`src/rtl/uart_rx_frame.sv`:
```
// UART 8N1 receive framer: synchronises uart_rxd, samples each bit at its centre,
// checks the stop bit, and holds each byte behind a valid/ack handshake.
module uart_rx_frame #(
  parameter int unsigned CLKS_PER_BIT = 5208
) (
  input  logic       clk,
  input  logic       reset_b,
  input  logic       uart_rxd,
  input  logic       rx_ack,
  output logic [7:0] rx_data,
  output logic       rx_valid,
  output logic       frame_err,
  output logic       overrun,
  output logic       busy
);

  localparam int unsigned HALF        = CLKS_PER_BIT / 2;
  localparam logic [15:0] LP_HALF_END = 16'(HALF - 1);
  localparam logic [15:0] LP_BIT_END  = 16'(CLKS_PER_BIT - 1);

  typedef enum logic [2:0] {
    ST_IDLE,
    ST_START,
    ST_DATA,
    ST_STOP,
    ST_BREAK
  } state_t;

  state_t      r_state;
  state_t      w_state_nxt;
  logic        r_s1;
  logic        r_rxd_s;
  logic [15:0] r_cnt;
  logic [2:0]  r_bitidx;
  logic [7:0]  r_shreg;

  logic w_half_end;
  logic w_bit_end;
  logic w_shift;
  logic w_deliver;
  logic w_ferr;
  logic w_cnt_clr;
  logic w_ack_ok;

  assign w_half_end = (r_cnt == LP_HALF_END);
  assign w_bit_end  = (r_cnt == LP_BIT_END);

  always_ff @(posedge clk or posedge reset_b) begin
    if (reset_b) begin
      r_s1    <= 1'b1;
      r_rxd_s <= 1'b1;
    end else begin
      r_s1    <= uart_rxd;
      r_rxd_s <= r_s1;
    end
  end

  always_ff @(posedge clk or posedge reset_b) begin
    if (reset_b) r_state <= ST_IDLE;
    else         r_state <= w_state_nxt;
  end

  always_comb begin
    w_state_nxt = r_state;
    case (r_state)
      ST_IDLE:  if (!r_rxd_s) w_state_nxt = ST_START;
      ST_START: if (w_half_end) w_state_nxt = r_rxd_s ? ST_IDLE : ST_DATA;
      ST_DATA:  if (w_bit_end && (r_bitidx == 3'd7)) w_state_nxt = ST_STOP;
      ST_STOP:  if (w_bit_end) w_state_nxt = r_rxd_s ? ST_IDLE : ST_BREAK;
      ST_BREAK: if (r_rxd_s) w_state_nxt = ST_IDLE;
      default:  w_state_nxt = ST_IDLE;
    endcase
  end

  // The counter also restarts at each data-bit sample so every bit spans C cycles.
  always_comb begin
    w_shift   = (r_state == ST_DATA) && w_bit_end;
    w_deliver = (r_state == ST_STOP) && w_bit_end && r_rxd_s;
    w_ferr    = (r_state == ST_STOP) && w_bit_end && !r_rxd_s;
    w_cnt_clr = (w_state_nxt != r_state) || w_shift;
    w_ack_ok  = rx_valid && rx_ack;
  end

  always_ff @(posedge clk or posedge reset_b) begin
    if (reset_b) begin
      r_cnt     <= '0;
      r_bitidx  <= '0;
      r_shreg   <= '0;
      rx_data   <= '0;
      rx_valid  <= 1'b0;
      frame_err <= 1'b0;
      overrun   <= 1'b0;
      busy      <= 1'b0;
    end else begin
      if (w_cnt_clr)
        r_cnt <= '0;
      else if ((r_state == ST_START) || (r_state == ST_DATA) || (r_state == ST_STOP))
        r_cnt <= r_cnt + 16'd1;

      if ((r_state == ST_START) && (w_state_nxt == ST_DATA))
        r_bitidx <= '0;
      else if (w_shift)
        r_bitidx <= r_bitidx + 3'd1;

      if (w_shift)
        r_shreg[r_bitidx] <= r_rxd_s;

      if (w_ack_ok)
        overrun <= 1'b0;

      if (w_deliver && (!rx_valid || rx_ack)) begin
        rx_data  <= r_shreg;
        rx_valid <= 1'b1;
      end else if (w_deliver) begin
        overrun <= 1'b1;
      end else if (w_ack_ok) begin
        rx_valid <= 1'b0;
      end

      frame_err <= w_ferr;
      busy      <= (w_state_nxt != ST_IDLE);
    end
  end

endmodule

```
`config.mk`:
```
export PLATFORM = sky130hd
export DESIGN_NAME = uart_rx_frame
export DESIGN_NICKNAME = d
export VERILOG_FILES = /design/src/rtl/uart_rx_frame.sv
export SDC_FILE = /design/constraint.sdc
export NUM_CORES = 1
export LEC_CHECK = 0
export ABC_CLOCK_PERIOD_IN_PS = 4600
export CORE_MARGIN = 10
export CORE_UTILIZATION = 54
export DETAILED_ROUTE_END_ITERATION = 10
export GPL_TIMING_DRIVEN = 0
export PLACE_DENSITY = 0.73
export RECOVER_POWER = 100
export SYNTH_ARGS = -nofsm -noshare
export SYNTH_HDL_FRONTEND = slang
export SYNTH_SLANG_ARGS = --single-unit
```
`constraint.sdc`:
```
create_clock -name clk -period 4.6 [get_ports clk]
set_input_delay 0.46 -clock clk [delete_from_list [all_inputs] [get_ports clk]]
set_output_delay 0.46 -clock clk [all_outputs]
set_load 0.01 [all_outputs]
```
==> flow_metrics.env <==
export IMPL_post_route_period_util_pct=66.45
export IMPL_synth_ff_latch_count=44
export IMPL_start_kind="flip-flop"
export IMPL_htreeDepth=2
export IMPL_vdd_drop_max_mv=0.2446
export IMPL_arrival_ns=3.21
export IMPL_path_class="flip-flop to flip-flop"
export IMPL_grt_pass1_wl_mm=6.872
export IMPL_hold_buffers=0
export IMPL_worstMarginPinSlew_ns=1.597
export IMPL_rsz0062_at_grt="no"
export IMPL_routedWlPerCell_um=15.50
export IMPL_path_clk_slew_ns=0.08
export IMPL_cts_path_max_buffers=2
export IMPL_synth_cells=185
export IMPL_ios=16
export IMPL_cts_sinks=44
export IMPL_final_antenna_net_count=0
export IMPL_synth_async_sr_flop_share_pct=100.0
export IMPL_synth_area_um2=2153
export IMPL_drv_cap=1
export IMPL_vias=1442
export IMPL_clk_latency_ns=0.30
export IMPL_finish_instance_area_um2=2391
export IMPL_cts_resized=0
export IMPL_multi_input_area_um2=928.4
export IMPL_wl_mm=3.967
export IMPL_fmax_ghz=0.3271
export IMPL_min_path_type="flip-flop to flip-flop"
export IMPL_die_w_um=83.15
export IMPL_gp_congestion=0.8688
export IMPL_syn_avg_cell_area_um2=11.64
export IMPL_hpwlAfterDp_mm=2.786
export IMPL_dieHeight_um=83.15
export IMPL_grt_start_max_net_pins=45
export IMPL_num_rows=22
export IMPL_areaGrowthSynthToFinish_pct=11.04
export IMPL_viasPerCell=5.633
export IMPL_yosysTopAreaCell="dfrtp_1"
export IMPL_synth_top_area_share_pct=48.81
export IMPL_setup_viol=0
export IMPL_status="finished with violations"
export IMPL_fin_ws_ns=1.543
export IMPL_drtIter0Drc=98
export IMPL_overflow=0
export IMPL_regArea_um2=1104
export IMPL_final_cell_mix="dfrtp_1, nor2_1, mux2_2, dlygate4sd3_1, nor3_1"
export IMPL_drv_slew=45
export IMPL_fillers=302
export IMPL_drc=0
export IMPL_firstDrtPassIters=4
export IMPL_synth_edf_count=0
export IMPL_die_area_um2=6913
export IMPL_drive_above_1_share_pct=12.50
export IMPL_cts_setup_buffers=0
export IMPL_worst_path_max_fanout=10
export IMPL_nNetsFinal=214
export IMPL_io_buffers=15
export IMPL_ys_seq_area_share_pct=51.25
export IMPL_power_density_nw_per_um2=287.9
export IMPL_synthFlopType="dfrtp_1"
export IMPL_initial_core_util_pct=57.10
export IMPL_violations="max-capacitance violations, max-slew violations"
export IMPL_max_slew_margin_pct=-6.561
export IMPL_root_buffer="clkbuf_8"
export IMPL_fin_skew_ns=0.009969
export IMPL_core_um2=3771
export IMPL_layout_commonest_cell="dfrtp_1"
export IMPL_cts_buffers=5
export IMPL_endpoint_kind="flip-flop"
export IMPL_antenna_found_initial=0
export IMPL_num_antenna_cells=0
export IMPL_grtUsageTotal_pct=11.84
export IMPL_ys_warn_count=0
export IMPL_placed_area_um2=2364
export IMPL_grt_pass1_vias=1408
export IMPL_synth_area_leaders="dfrtp_1, mux2_2, nor2_1"
export IMPL_p_leak_nw=1.122
export IMPL_pre_cts_ws_ns=2.392
export IMPL_ys_types=42
export IMPL_cts_tree="built"
export IMPL_hold_viol_final=0
export IMPL_synth_nets=192
export IMPL_setup_tns_ns=0
export IMPL_cp_required_ns=4.76
export IMPL_min_period_ns=3.057
==> cells by family after synthesis <==
group | share of synthesized area, %
simple gates | 23.88
buf+inv | 2.672
xor+xnor | 6.915
fa+ha+maj | 1.743
compound gates | 3.777
flops | 51.25
mux | 9.762
==> layer usage <==
layer	vias up	share of wire, %	wire [um]	GRT usage (%)
met4	0	1.2	46	5.846
li1	699	-	-	-
met1	701	48	1920	15.73
met2	39	46	1819	17.39
met3	3	4.5	180	2.930
met5	-	0	0	0
==> through the flow <==
step / hold slack, ns / utilization, % / instances / power [W]
after floorplan: 0.3452 / - / 185 / 0.0004041
after global placement: 0.3468 / 62.67 / 248 / 0.0004095
after detailed placement: 0.3468 / 62.67 / 248 / 0.0004104
after CTS: 0.3587 / 65.53 / 256 / 0.0006976
after global routing: 0.3726 / 63.40 / 256 / 0.0007185
final: 0.3589 / 63.40 / 256 / 0.0006883
==> sequential cells by signal (all words and copies together), names as in the netlist <==
register,cells
rx_valid,1
rx_data,8
r_rxd_s,1
frame_err,1
overrun,1
r_bitidx,3
r_cnt,16
r_s1,1
r_shreg,8
r_state,3
busy,1
==> critical path: stages, from the launching register on <==
cell      delay [ns]
dfrtp_1         0.40
ha_1            0.22
nor4b_1         0.42
and4_1          0.38
nand4b_1        0.16
a21boi_0        0.74
clkbuf_1        0.46
nor3_1          0.13
==> final cells by class <==
type / instances / share of cell area (%)
buffer: 8 / 1.256
clock buffer: 6 / 3.035
clock inverter: 2 / 1.465
inverter: 3 / 0.4710
multi-input combinational: 130 / 38.83
sequential: 44 / 46.15
tap: 48 / 2.512
timing repair buffer: 15 / 6.279
==> power breakdown <==
group	switching [W]	leakage, nW	internal, W	total [W]
clock	0.000126	0.0552	0.000161	0.000287
combinational	0.00000935	0.479	0.00000262	0.0000120
sequential	0.000000944	0.588	0.000388	0.000389
==> Yosys cell counts, types with 4 or more instances <==
cell type and n:
and3_1 5, nor4bb_1 5, xnor2_1 9, nor4b_2 4, dfrtp_1 42, nand4_1 4, xor2_1 8, nor3_1 11
nor2_1 21, clkbuf_1 4, mux2_2 14, nand2_1 10
==> worst paths after layout <==
path / cells after the start / slack (ns) / startpoint / endpoint
worst max-delay path: 7 / 1.54 / r_cnt[0] / r_cnt[12]
worst min-delay path: 0 / 0.36 / r_s1 / r_rxd_s
worst max register to register: 7 / 1.54 / r_cnt[0] / r_cnt[12]
worst min register to register: 0 / 0.36 / r_s1 / r_rxd_s
max in group asynchronous: 2 / 2.57 / reset_b / frame_err
min in group asynchronous: 2 / 1.09 / reset_b / r_cnt[0]
No activity file was read; power rests on OpenSTA's default activity.
